<file path="src/rtl/multicycle_subtractor_pkg.sv">
// multicycle_sub_pkg: shared slice width and FSM encoding for the multicycle subtractor
package multicycle_sub_pkg;
  localparam int SLICE_W = 4;
  typedef enum logic [1:0] {
    IDLE = 2'd0,
    RUN  = 2'd1,
    DONE = 2'd2
  } state_t;
endpackage

</file>
<file path="src/rtl/multicycle_subtractor_if.sv">
// multicycle_subtractor_if: operand and result valid/ready handshakes
interface multicycle_subtractor_if #(parameter int WIDTH = 16);
  logic             in_valid;
  logic             in_ready;
  logic [WIDTH-1:0] a;
  logic [WIDTH-1:0] b;
  logic             bin;
  logic             out_valid;
  logic             out_ready;
  logic [WIDTH-1:0] diff;
  logic             bout;
  logic             v;
  modport master (output in_valid, a, b, bin, out_ready, input in_ready, out_valid, diff, bout, v);
  modport slave (input in_valid, a, b, bin, out_ready, output in_ready, out_valid, diff, bout, v);
endinterface

</file>
<file path="src/rtl/multicycle_subtractor_cla4_slice.sv">
// cla4_slice: 4-bit carry-lookahead adder slice with explicit generate/propagate terms
module cla4_slice
  import multicycle_sub_pkg::*;
(
  input  logic [SLICE_W-1:0] a,
  input  logic [SLICE_W-1:0] b,
  input  logic               cin,
  output logic [SLICE_W-1:0] sum,
  output logic               cout
);
  logic [3:0] g, p;
  logic [4:0] c;
  assign g = a & b;
  assign p = a ^ b;
  assign c[0] = cin;
  assign c[1] = g[0] | (p[0] & cin);
  assign c[2] = g[1] | (p[1] & g[0]) | (p[1] & p[0] & cin);
  assign c[3] = g[2] | (p[2] & g[1]) | (p[2] & p[1] & g[0]) | (p[2] & p[1] & p[0] & cin);
  assign c[4] = g[3] | (p[3] & g[2]) | (p[3] & p[2] & g[1]) | (p[3] & p[2] & p[1] & g[0])
              | (p[3] & p[2] & p[1] & p[0] & cin);
  assign sum  = p ^ c[3:0];
  assign cout = c[4];
endmodule

</file>
<file path="src/rtl/multicycle_subtractor.sv">
// multicycle_subtractor: a - b - bin computed one 4-bit CLA slice per cycle
module multicycle_subtractor
  import multicycle_sub_pkg::*;
#(
  parameter int WIDTH = 16
) (
  input logic clock,
  input logic reset,
  multicycle_subtractor_if.slave bus
);
  localparam int S  = WIDTH / SLICE_W;
  localparam int KW = (S > 1) ? $clog2(S) : 1;
  state_t state_q, state_d;
  logic [KW-1:0]      k_q;
  logic [WIDTH-1:0]   a_q, b_q, diff_q;
  logic               borrow_q, v_q;
  logic [SLICE_W-1:0] s4;
  logic               c4, last, accept;
  // subtraction as a + ~b + ~borrow on the shared slice
  cla4_slice u_slice (
    .a    (a_q[SLICE_W*k_q +: SLICE_W]),
    .b    (~b_q[SLICE_W*k_q +: SLICE_W]),
    .cin  (~borrow_q),
    .sum  (s4),
    .cout (c4)
  );
  assign last   = (k_q == KW'(S - 1));
  assign accept = (state_q == IDLE) && bus.in_valid;
  always_comb begin
    state_d = state_q;
    state_d = (state_q == IDLE) ? (bus.in_valid ? RUN : IDLE)
            : (state_q == RUN)  ? (last ? DONE : RUN)
            : (state_q == DONE) ? (bus.out_ready ? IDLE : DONE)
            : IDLE;
  end
  always_ff @(posedge clock) begin
    if (reset) begin
      state_q  <= IDLE;
      k_q      <= '0;
      a_q      <= '0;
      b_q      <= '0;
      diff_q   <= '0;
      borrow_q <= 1'b0;
      v_q      <= 1'b0;
    end else begin
      state_q <= state_d;
      if (accept) begin
        a_q      <= bus.a;
        b_q      <= bus.b;
        borrow_q <= bus.bin;
        k_q      <= '0;
      end else if (state_q == RUN) begin
        borrow_q <= ~c4;
        diff_q   <= WIDTH'({s4, diff_q} >> SLICE_W);
        k_q      <= last ? '0 : k_q + 1'b1;
        if (last) v_q <= (a_q[WIDTH-1] != b_q[WIDTH-1]) && (s4[SLICE_W-1] != a_q[WIDTH-1]);
      end
    end
  end
  assign bus.in_ready  = (state_q == IDLE);
  assign bus.out_valid = (state_q == DONE);
  assign bus.diff      = diff_q;
  assign bus.bout      = borrow_q;
  assign bus.v         = v_q;
endmodule

</file>
<file path="src/flat_wrapper.sv">
// flat-port wrapper written by rule: the top's interface ports become plain ports
module multicycle_subtractor_flat import multicycle_sub_pkg::*;
#(
  parameter int WIDTH = 16
)
  (clock, reset, bus_in_valid, bus_a, bus_b, bus_bin, bus_out_ready, bus_in_ready, bus_out_valid, bus_diff, bus_bout, bus_v);
  multicycle_subtractor_if #(.WIDTH(WIDTH)) bus_i ();
  input logic clock;
  input logic reset;
  input wire logic [$bits(bus_i.in_valid)-1:0] bus_in_valid;
  input wire logic [$bits(bus_i.a)-1:0] bus_a;
  input wire logic [$bits(bus_i.b)-1:0] bus_b;
  input wire logic [$bits(bus_i.bin)-1:0] bus_bin;
  input wire logic [$bits(bus_i.out_ready)-1:0] bus_out_ready;
  output wire logic [$bits(bus_i.in_ready)-1:0] bus_in_ready;
  output wire logic [$bits(bus_i.out_valid)-1:0] bus_out_valid;
  output wire logic [$bits(bus_i.diff)-1:0] bus_diff;
  output wire logic [$bits(bus_i.bout)-1:0] bus_bout;
  output wire logic [$bits(bus_i.v)-1:0] bus_v;
  assign bus_i.in_valid = bus_in_valid;
  assign bus_i.a = bus_a;
  assign bus_i.b = bus_b;
  assign bus_i.bin = bus_bin;
  assign bus_i.out_ready = bus_out_ready;
  assign bus_in_ready = bus_i.in_ready;
  assign bus_out_valid = bus_i.out_valid;
  assign bus_diff = bus_i.diff;
  assign bus_bout = bus_i.bout;
  assign bus_v = bus_i.v;
  multicycle_subtractor #(.WIDTH(WIDTH)) u_core (.clock(clock), .reset(reset), .bus(bus_i));
endmodule
</file>
<file path="config.mk">
export PLATFORM = sky130hd
export DESIGN_NAME = multicycle_subtractor_flat
export DESIGN_NICKNAME = d
export VERILOG_FILES = /design/src/rtl/multicycle_subtractor_pkg.sv /design/src/rtl/multicycle_subtractor_if.sv /design/src/rtl/multicycle_subtractor_cla4_slice.sv /design/src/rtl/multicycle_subtractor.sv /design/src/flat_wrapper.sv
export SDC_FILE = /design/constraint.sdc
export NUM_CORES = 1
export LEC_CHECK = 0
export ABC_CLOCK_PERIOD_IN_PS = 3800
export CAP_MARGIN = 20
export CORE_MARGIN = 2
export CORE_UTILIZATION = 48
export DETAILED_ROUTE_END_ITERATION = 12
export GPL_TIMING_DRIVEN = 0
export PLACE_DENSITY = 0.78
export SLEW_MARGIN = 20
export SYNTH_ARGS = -nofsm -noshare
export SYNTH_HDL_FRONTEND = slang
export SYNTH_SLANG_ARGS = --single-unit
</file>
<file path="constraint.sdc">
create_clock -name clock -period 3.8 [get_ports clock]
set_clock_uncertainty 0.05 [all_clocks]
set_input_delay 0.38 -clock clock [delete_from_list [all_inputs] [get_ports clock]]
set_output_delay 0.38 -clock clock [all_outputs]
set_load 0.03 [all_outputs]
</file>
After elaboration in Yosys (flattened, before gate mapping)

Index checks and enable logic that the tools add are counted.
W data, S select, Z words.

Shift-type cells: 2
Reductions and logical operators: 7
Bitwise gates (word level): 33
Eq/ne operators: 5
Mux-type cells: 9
$add $sub $neg: 1

Operator list:

| kind                  | count |
|---|---|
| $shiftx A16 B5 Y4     | 2 |
| $and A1 B1 Y1         | 16 |
| $mux W2               | 6 |
| $or A1 B1 Y1          | 10 |
| $xor A4 B4 Y4         | 2 |
| $and A4 B4 Y4         | 1 |
| $eq A2 B2 Y1 const B  | 2 |
| $not A4 Y4            | 1 |
| $mux W1               | 3 |
| $not A1 Y1            | 3 |
| $reduce_and A3 Y1     | 1 |
| $add A2 B1 Y2 const B | 1 |
| $eq A2 B1 Y1 const B  | 1 |
| $logic_and A1 B1 Y1   | 2 |
| $logic_not A2 Y1      | 1 |
| $ne A1 B1 Y1          | 2 |
| $reduce_and A2 Y1     | 1 |
| $reduce_bool A2 Y1    | 1 |
| $reduce_or A2 Y1      | 1 |

Output and inout port bits: 20
Register bits after elaboration: 54
Input port bits: 37

Longest topological paths before layout

Depth after elaboration: 11
Depth in mapped cells: 9

Modules after synthesis

Synthesis repeated with hierarchy kept, for this count alone.

Cells, all modules: 273
Area total of the unflattened synthesis: 2,403.6 um^2

Modules (own cells, without submodules):

| module                | seq. area each (um^2) | area an instance (um^2) | instances | cells each |
|---|---|---|---|---|
| multicycle_subtractor | 1,081.0               | 2,255.9                 | 1         | 256 |
| cla4_slice            | 0.0                   | 147.6                   | 1         | 17 |

Least setup slack after synthesis

Ideal clock, no wire load.

Kind: reg2reg
From: reg u_core.k_q[0]
To: reg u_core.v_q, in the netlist u_core.bus.v
Cell stages (with the launch flop): 9
Library setup time: 0.088 ns
Setup slack: 1.027 ns
Clock period less this slack: 2.773 ns
Buffers on the path: 1
Arrival: 2.635 ns
Required time: 3.662 ns
Cells stage by stage: dfxtp_1 -> buf_2 -> mux4_2 -> ha_1 -> nor2b_1 -> o31a_1 -> or3_4 -> a211o_1 -> a311oi_2

Cells in the longest elaborated chain, start to end: 10
Elaborated cells on any way between the ends: 18
Classes of those cells: eq/ne (2); shift (2); bitwise (12); reduce/logical (2)

RTL lines:

| element                                                            | RTL line                                                                       | source |
|---|---|---|
| start, declared                                                    | multicycle_subtractor.sv:14                                                    | `logic [KW-1:0] k_q;` |
| start signal, assigned                                             | multicycle_subtractor.sv:55                                                    | `k_q <= last ? '0 : k_q + 1'b1;` |
| $shiftx A16 B5 Y4                                                  | multicycle_subtractor.sv:22                                                    | `.b (~b_q[SLICE_W*k_q +: SLICE_W]),` |
| $not A4 Y4                                                         | multicycle_subtractor.sv:22                                                    |  |
| $xor A4 B4 Y4 / $and A4 B4 Y4 (equally long branches)              | multicycle_subtractor_cla4_slice.sv:14, multicycle_subtractor_cla4_slice.sv:13 |  |
| $and A1 B1 Y1                                                      | multicycle_subtractor_cla4_slice.sv:18                                         | `assign c[3] = g[2] \| (p[2] & g[1]) \| (p[2] & p[1] & g[0]) \| (p[2] & p[1] & p[0] & cin);` |
| $or A1 B1 Y1 / $and A1 B1 Y1 (equally long branches) (2 in series) | multicycle_subtractor_cla4_slice.sv:18                                         |  |
| $or A1 B1 Y1                                                       | multicycle_subtractor_cla4_slice.sv:18                                         |  |
| $xor A4 B4 Y4                                                      | multicycle_subtractor_cla4_slice.sv:21                                         | `assign sum = p ^ c[3:0];` |
| $ne A1 B1 Y1                                                       | multicycle_subtractor.sv:56                                                    | `if (last) v_q <= (a_q[WIDTH-1] != b_q[WIDTH-1]) && (s4[SLICE_W-1] != a_q[WIDTH-1]);` |
| $logic_and A1 B1 Y1                                                | multicycle_subtractor.sv:56                                                    |  |
| end signal, assigned                                               | multicycle_subtractor.sv:56                                                    |  |
| end, declared                                                      | multicycle_subtractor.sv:16                                                    | `logic borrow_q, v_q;` |

Several ways; a longest one is shown, not always the timed one.
A chain may end at the register's enable or synchronous reset.

Worst setup path in the final report

Ends and elaborated chain as after synthesis.

==> metrics <==
setup slack after layout 846 ps; placed insts 376; commonest non-fill, non-tap cell in the layout nand2_1; share of the synthesized area in the top cell type between 40% and 50%; CTS Buf Count 5; IO buf count 55; CTS Hold Bufs 0; Total Wirelength 4820 µm; LEAKAGE between 1 and 1.5 nW; reg2reg setup slack ~850 ps; post-layout minimum cycle time 2950 ps; Max rail drop VDD 226 µV; Via Count roughly 2000; overall routing resource usage around 20%; R2R depth 9; slowest stage delay, CP 600 ps; crit path cell chain buf_2, mux4_2, inv_1, ha_1, nor2b_1, o31a_1, or3_4, a211o_1, a311oi_2; final hold viol count 0; Resized Gates After CTS 0; Worst Tran Pin Value between 500 and 600 ps; crit path max-delay cell type mux4_2; fin. max-slew vios 0; maxcap violations 0; end of the worst register-to-register path u_core.bus.v; clk_lat worst skew 310 ps; Pwr per Cell Area around 390 nW/µm²; GPL Wtd Cong roughly 0.77; fmax around 340 MHz; Total Nets Final 374; required time worst endpoint 3970 ps; Post-Layout Cell Count 384; Multi-input gate area 1070 µm²; Initial Util 50.6%; worst-path maximum fanout 10; TritonCTS clock tree yes; GR Overflow Total 0; layout cell share with drive strength beyond 1 about 5.4%; number of synthesized register bits 54; width of the die 72.4 µm; fill count about 400; first-pass iteration count of the detailed router 4; n_diodes 0; clock-pin slew on the worst setup and hold paths about 90 ps; outcome finished, final reports clean; Min-Delay Path Class reg2reg; Critical Path Source u_core.k_q[0]; vias per inst about 5.2; # IOs 57; Worst Path Arrival about 3100 ps; Bufs on Longest Clock Path 2; Hold WS slightly above 400 ps; wire per inst 12.5 µm; total chip power 1.16 mW; Setup Viol. Count Final 0; Rows 24; Setup TNS 0 ps; Distinct cells, synth 27; Cells after Synth 269; setup repair bufs after CTS 0; clock root buffer clkbuf_8; setup repair after global routing missed its margin no; Synth area leader dfxtp_1; clock net sink count 54; Cell Area, Synth 2250 µm²; number of global-route vias before repair 1953; H-Tree Depth 2; commonest cells after routing, fill and taps aside 92 x nand2_1, 55 x clkdlybuf4s50_1, 54 x dfxtp_1; first-pass GRT wire length 8290 µm; Syn Nets 312; pre-CTS WS 866 ps; DRC 0; Die Footprint between 5000 and 6000 µm²; RR Startpoint u_core.k_q[0]; DP HPWL 3690 µm; die height around 72 µm; area growth from synthesis to layout 31.5%; syn_area_per_cell 8.35 µm²; sequential share of the synthesized area 48.1%; top area cells in the synthesized netlist dfxtp_1 48%, nand2_1 15%, a21oi_1 11%; core area 4440 µm²; Yosys warnings 0; register area 1080 µm²; Iteration-0 DRC Markers 96; initial antenna violation count 0; Final Cycle Share roughly 80%; worst hold start u_core.bus.diff[1]; Worst setup endpoint u_core.bus.v; crit path launch type flip-flop; kind of critical path reg2reg; CP endpoint kind flip-flop; Slew HR 65.7%; pin count of the biggest net entering global routing 16; antenna viol nets, final 0
-- cells in the mapped netlist --
library cell and instances:
a211o_1 1, a211oi_1 3, a21oi_1 50, a22oi_1 1, a311oi_2 1, and2_1 2
buf_1 1, buf_2 1, clkbuf_1 17, dfxtp_1 54, fa_1 1, ha_1 5
inv_1 7, mux2i_1 1, mux4_2 8, nand2_1 92, nand2b_1 2, nand3_1 1
nand4_1 1, nor2_1 9, nor2b_1 3, nor3_1 2, o21a_1 1, o21ai_0 2
o31a_1 1, or3_4 1, xnor2_1 1
-- worst min path at each step --
| stage | to | slack, ps | cells after the start |
|---|---|---|---|
| 5_1_grt | u_core.b_q[12] | 430 | 2 |
| 2_1_floorplan | u_core.a_q[10] | 380 | 2 |
| 4_1_cts | u_core.bus.diff[1] | 410 | 2 |
| 3_5_place_dp | u_core.b_q[5] | 400 | 2 |
| 3_3_place_gp | u_core.b_q[4] | 390 | 2 |
| 6_report | u_core.bus.diff[1] | 410 | 2 |
-- report_power, final --
part,switching [mW],internal (mW),total (mW)
Combinational,0.113,0.103,0.216
Clock,0.176,0.147,0.323
Sequential,0.0196,0.597,0.616
Total,0.309,0.846,1.16
-- critical path: cells and delay by family, from the launching register on --
family                     cells  cell delay, ps
muxes                          1             600
and+or+nand+nor                2             480
AOI/OAI and AO/OA              3             800
buffers and inverters          2             380
DFF                            1             350
adders and majority gates      1             210
-- stage by stage --
step,util (%),instance area [µm²]
detailed placement,64.4,2860
global placement,64.4,2860
CTS,66.5,2950
global route,66.5,2950
finish,66.5,2950
floorplan,-,2250
-- final cells by class --
class                           instances  area share [%]
Sequential cell                        54            36.6
Multi-Input combinational cell        189            36.1
Timing Repair Buffer                   55            18.6
Clock buffer                            7            2.92
Buffer                                 19            2.46
Tap cell                               52            2.20
Inverter                                7           0.889
Clock inverter                          1           0.169
-- layer usage --
metal,up-vias,global-route usage (%),wire [µm]
met5,-,0,0
met4,0,8.02,74
met3,8,3.19,260
met2,57,36.5,2410
met1,902,23.3,2080
li1,1015,-,-
-- cells by family (layout without fill, tap and decap cells) --
logic type | after synthesis | in the layout | synth area share, %
muxes | 9 | 9 | 8.46
adders and majority gates | 6 | 6 | 3.67
DFF | 54 | 54 | 48.1
AOI/OAI and AO/OA | 60 | 60 | 14.7
xor gates and xnor gates | 1 | 1 | 0.390
buffers and inverters | 26 | 89 | 4.40
and+or+nand+nor | 113 | 113 | 20.3
-- sequential cells by signal, summed over array words and instances, names as in the netlist --
| signal | flops |
|---|---|
| u_core.a_q | 16 |
| u_core.b_q | 16 |
| u_core.bus.bout | 1 |
| u_core.bus.diff | 16 |
| u_core.bus.v | 1 |
| u_core.k_q | 2 |
| u_core.state_q | 2 |
(Power assumes the default switching activity.)
==> edit 1 (same flow settings) <==
Reset style: asynchronous (`reset`), changed in one clocked block.
--- a/src/rtl/multicycle_subtractor.sv
+++ b/src/rtl/multicycle_subtractor.sv
@@ -34,5 +34,5 @@
             : IDLE;
   end
-  always_ff @(posedge clock) begin
+  always_ff @(posedge clock or posedge reset) begin
     if (reset) begin
       state_q  <= IDLE;
Formal check against the unedited RTL: differs if reset is asserted again (counterexample within 4 cycles, from zero or initial values and one cycle with reset high); with reset held inactive, the same outputs for 10 cycles.
==> edit 1 against the unedited design <==
- final area rose by 7.8%
- sequential cell count did not move
- routed wire length fell by 7.4%
- hold slack improved by 19 ps
- worst setup slack improved by 210 ps
- area after synthesis rose by 9.2%
Power is not compared: it rests on default switching activity, and its combinational part moved more than twofold at a synthesized area within 25%.
==> edit 1: results (changes against the unedited design) <==
outcome:
  outcome: "complete, no violations"
synthesis:
  synth_area_leaders: "dfrtp_1 (55%), mux2_2 (15%), mux4_2 (7.3%)"
  synth_area_per_cell_um2: 12.72  # +52%
  synthTopCellsByCount: "dfrtp_1 (54), nand2_1 (44), mux2_2 (32)"
  synthesis.nets: 236  # -24%
  synth_cell_types: 31  # +15%
  ys_seq_area_share_pct: 55.05  # +6.9 points
  async_reset_ff_share_pct: 100.0  # +100 points
grt:
  grt_pass1_wl_um: 7624  # -8.0%
  track_usage_pct: 18.10  # -1.9 points
  grt_pass1_vias: 1608  # -18%
  grt_max_degree: 55  # +39
place:
  dp_hpwl_um: 3360  # -9.1%
  io_buffer_count: 56  # +1.8%
  place_inst: 319  # -15%
  gp_congestion: 0.7285  # -5.7%
sta:
  period_needed_ps: 2740  # -214.7 ps
  relSlewSlack_pct: 56.59  # -9.1 points
  hold_viol_final: 0  # unchanged
finish:
  nets: 299  # -20%
  n_fill_cell: 421  # +7.4%
  final_layout_size_suffix_gt1_share_pct: 22.66  # +17 points
  final_cells: 326  # -15%
drt:
  drt_iter0_markers: 95  # -1.0%
  wirelength_um: 4461  # -7.4%
  vias_per_cell: 4.923  # -4.6%
setup_path:
  cp_max_fo: 10  # unchanged
  cp-startpoint: "u_core.k_q[0]$_DFFE_PP0P_"
  arrival_ps: 2890  # -240 ps
clock_tree:
  post_cts_resized: 0  # unchanged
min_path:
  hold_class: "reg2reg"
  hold_start: "u_core.bus.diff[3]$_DFFE_PP0P_"
power:
  leakagePower_nw: 1.407
[edit 1: final timing paths]
kind,to,slack [ps],depth (start not counted)
setup / recovery,u_core.bus.v$_DFFE_PP0P_,1060,8
hold / removal,u_core.bus.diff[3]$_DFFE_PP0P_,430,2
max in group asynchronous,u_core.b_q[7]$_DFFE_PP0P_,2790,2
hold reg to reg,u_core.bus.diff[3]$_DFFE_PP0P_,430,2
setup reg to reg,u_core.bus.v$_DFFE_PP0P_,1060,8
min in group asynchronous,u_core.bus.diff[1]$_DFFE_PP0P_,470,2
[edit 1: final cells by class]
cell class	instances	area, um^2	share of cell area [%]
flip-flops and latches	54	1351	42.44
clock buffers	5	68.82	2.161
well taps	70	87.58	2.750
plain buffers	10	68.82	2.161
inverters	8	32.53	1.022
multi-input cells	121	1005	31.55
repair buffers	56	560.5	17.60
clock inverters	2	10.01	0.3143
[edit 1: power breakdown]
part	internal (W)	switching (W)
combinational	0.000858	0.000845
sequential	0.000868	0.000168
clock	0.000124	0.000173
total	0.00185	0.00119
[edit 1: routing by layer]
| metal | vias up | GRT usage [%] | part of all wire (%) |
|---|---|---|---|
| li1 | 784 | - | - |
| met1 | 765 | 23.89 | 44 |
| met2 | 50 | 30.24 | 50 |
| met3 | 6 | 4.894 | 4.8 |
| met4 | 0 | 4.094 | 1.1 |
| met5 | - | 0 | 0 |
[edit 1: kinds of logic (layout without fill, tap and decap cells)]
family	count (synthesis)	in the layout	synth area share (%)
compound gates	16	16	4.944
xor+xnor	1	1	0.3568
fa+ha+maj	6	6	3.364
buf+inv	18	81	4.026
flops	54	54	55.05
mux	40	40	22.02
simple gates	58	58	10.25
[edit 1: worst max-delay path: stages (launching register included)]
cell	delay, ps
dfrtp_1	370
buf_2	310
mux4_2	580
ha_1	300
nor2b_1	150
o2111ai_1	240
o211ai_2	150
and4bb_1	220
a211o_1	260
[edit 1: through the flow]
| step | hold slack (ps) | total power (W) | util [%] | cell area [um^2] | worst slack (ps) |
|---|---|---|---|---|---|
| after floorplan | 425.1 | 0.002289 | - | 2455 | 1272 |
| after global placement | 407.2 | 0.002715 | 61.94 | 3103 | 1054 |
| after detailed placement | 413.8 | 0.002781 | 61.99 | 3105 | 1025 |
| after CTS | 435.3 | 0.003080 | 63.56 | 3184 | 1011 |
| after global routing | 464.4 | 0.003303 | 63.56 | 3184 | 873.8 |
| final | 425.9 | 0.003036 | 63.56 | 3184 | 1060 |
==> edit 2 (same flow settings) <==
Made on the original files. `WIDTH` is set to 16 in 3 places; all go to 64.
--- a/src/rtl/multicycle_subtractor_if.sv
+++ b/src/rtl/multicycle_subtractor_if.sv
@@ -1,4 +1,4 @@
 // multicycle_subtractor_if: operand and result valid/ready handshakes
-interface multicycle_subtractor_if #(parameter int WIDTH = 16);
+interface multicycle_subtractor_if #(parameter int WIDTH = 64);
   logic             in_valid;
   logic             in_ready;
--- a/src/rtl/multicycle_subtractor.sv
+++ b/src/rtl/multicycle_subtractor.sv
@@ -3,5 +3,5 @@
   import multicycle_sub_pkg::*;
 #(
-  parameter int WIDTH = 16
+  parameter int WIDTH = 64
 ) (
   input logic clock,
--- a/src/flat_wrapper.sv
+++ b/src/flat_wrapper.sv
@@ -2,5 +2,5 @@
 module multicycle_subtractor_flat import multicycle_sub_pkg::*;
 #(
-  parameter int WIDTH = 16
+  parameter int WIDTH = 64
 )
   (clock, reset, bus_in_valid, bus_a, bus_b, bus_bin, bus_out_ready, bus_in_ready, bus_out_valid, bus_diff, bus_bout, bus_v);
Ports: changed (resized bus_a, bus_b and bus_diff); port bits go from 57 to 201. The function was not compared with the original's and may differ.
==> edit 2 against the unedited design <==
- total power rose to 3.9 times the old value
- count of clock-buffer cells in the layout rose by 12
- routed wire length grew to 4.5 times the old value
- final area rose to 3.7 times the old value
- worst setup slack got worse by 400 ps
- area after synthesis grew to 3.6 times the old value
- sequential cell count up 146
- critical endpoint is now u_core.bus.bout$_SDFFE_PP0P_
- highest routed layer unchanged
==> edit 2: results (changes against the unedited design) <==
outcome:
  outcome: "complete, no violations"
setup_path:
  cp-startpoint: "u_core.k_q[2]$_SDFFE_PP0P_"
clock_tree:
  clkSlewWorstSetupHoldPaths_ps: 70  # -20 ps
  clockRootBuffer: "clkbuf_16"
  numCtsBuffers: 17  # +12
  htreeDepth: 4  # +2
synthesis:
  ys_seq_elements: 200  # +270%
  synth_area_leaders: "dfxtp_1 (49%), nand2_1 (18%), a21oi_1 (12%)"
  ys_seq_area_share_pct: 49.11  # +1.0 points
  synth_cell_types: 37  # +37%
  synthTopCellsByCount: "nand2_1 (387), a21oi_1 (200), dfxtp_1 (200)"
  synthesis.nets: 1112  # +260%
place:
  place_inst: 1392  # +270%
  placed_area_mm2: 0.01042  # +260%
  io_buffer_count: 199  # +260%
  pre_cts_ws_ps: 500.1  # -365.8 ps
power:
  leakagePower_nw: 3.911  # +270%
  max-vdd-ir-drop_uv: 295.8  # +31%
min_path:
  hold-path-endpoint: "u_core.bus.diff[2]$_SDFFE_PP0P_"
  hold_class: "in2reg"
drt:
  wirelength_um: 21720  # +350%
grt:
  grt_pass1_vias: 7166  # +270%
  grt_max_degree: 17  # +1
finish:
  n_fill_cell: 1370  # +250%
  nets: 1330  # +260%
==> edit 2: cell types whose count changed in the layout (fill, tap and decap cells not counted), sizes merged, moves of 23 or more <==
| cell | change |
|---|---|
| a21oi | +150 |
| buf | +23 |
| clkbuf | +47 |
| clkdlybuf4s50 | +144 |
| dfxtp | +146 |
| mux4 | +24 |
| nand2 | +295 |
==> edit 2: per-stage QoR <==
stage                     power (W)  hold slack, ps
after floorplan            0.002621           381.5
after global placement     0.002885           387.0
after detailed placement   0.002899           392.4
after CTS                  0.004575           342.0
after global routing       0.004735           362.2
final                      0.004556           359.3
==> edit 2: power breakdown <==
group          internal (W)  leakage (nW)  switching (W)
combinational      0.000292          2.00       0.000325
clock              0.000933         0.278       0.000766
sequential          0.00219          1.63      0.0000501
total               0.00341          3.91        0.00114
==> edit 2: worst max-delay path by stage <==
stage / end / slack [ps]
2_1_floorplan: u_core.bus.bout$_SDFFE_PP0P_ / 980
4_1_cts: u_core.bus.bout$_SDFFE_PP0P_ / 470
3_5_place_dp: u_core.bus.bout$_SDFFE_PP0P_ / 500
3_3_place_gp: u_core.bus.bout$_SDFFE_PP0P_ / 570
6_report: u_core.bus.bout$_SDFFE_PP0P_ / 450
5_1_grt: u_core.bus.bout$_SDFFE_PP0P_ / 200
==> edit 2: layout make-up <==
class	instances	area [um^2]	area share, %
Multi-Input combinational cell	694	3805	34.67
Sequential cell	200	4004	36.48
Timing Repair Buffer	199	1992	18.15
Tap cell	220	275.3	2.508
Clock buffer	19	452.9	4.127
Inverter	2	7.507	0.06840
Buffer	77	336.6	3.067
Clock inverter	12	102.6	0.9348
==> edit 2: cells by family (layout without fill, tap and decap cells) <==
family | after synthesis | after routing | share of synthesized area [%]
and+or+nand+nor | 415 | 415 | 19.67
adders and majority gates | 6 | 6 | 1.013
buffers and inverters | 79 | 309 | 4.220
AOI/OAI and AO/OA | 225 | 225 | 14.53
muxes | 46 | 46 | 11.23
DFF | 200 | 200 | 49.11
xor gates and xnor gates | 2 | 2 | 0.2149
==> edit 2: metal layers <==
metal	up-vias	GRT usage [%]	share of wire, %
li1	3695	-	-
met1	3416	31.74	43
met2	259	42.69	49
met3	27	4.686	6.3
met4	0	5.906	1.4
met5	-	0	0
==> edit 2: worst max-delay path: stages (launching register included) <==
cell and delay [ps]:
dfxtp_1 300, buf_2 240, buf_1 570, mux4_2 420, mux2i_1 210, nor2_1 60
a21oi_1 140, ha_1 280, and2_0 140, o21ai_0 350, a32oi_1 180, a211oi_1 300
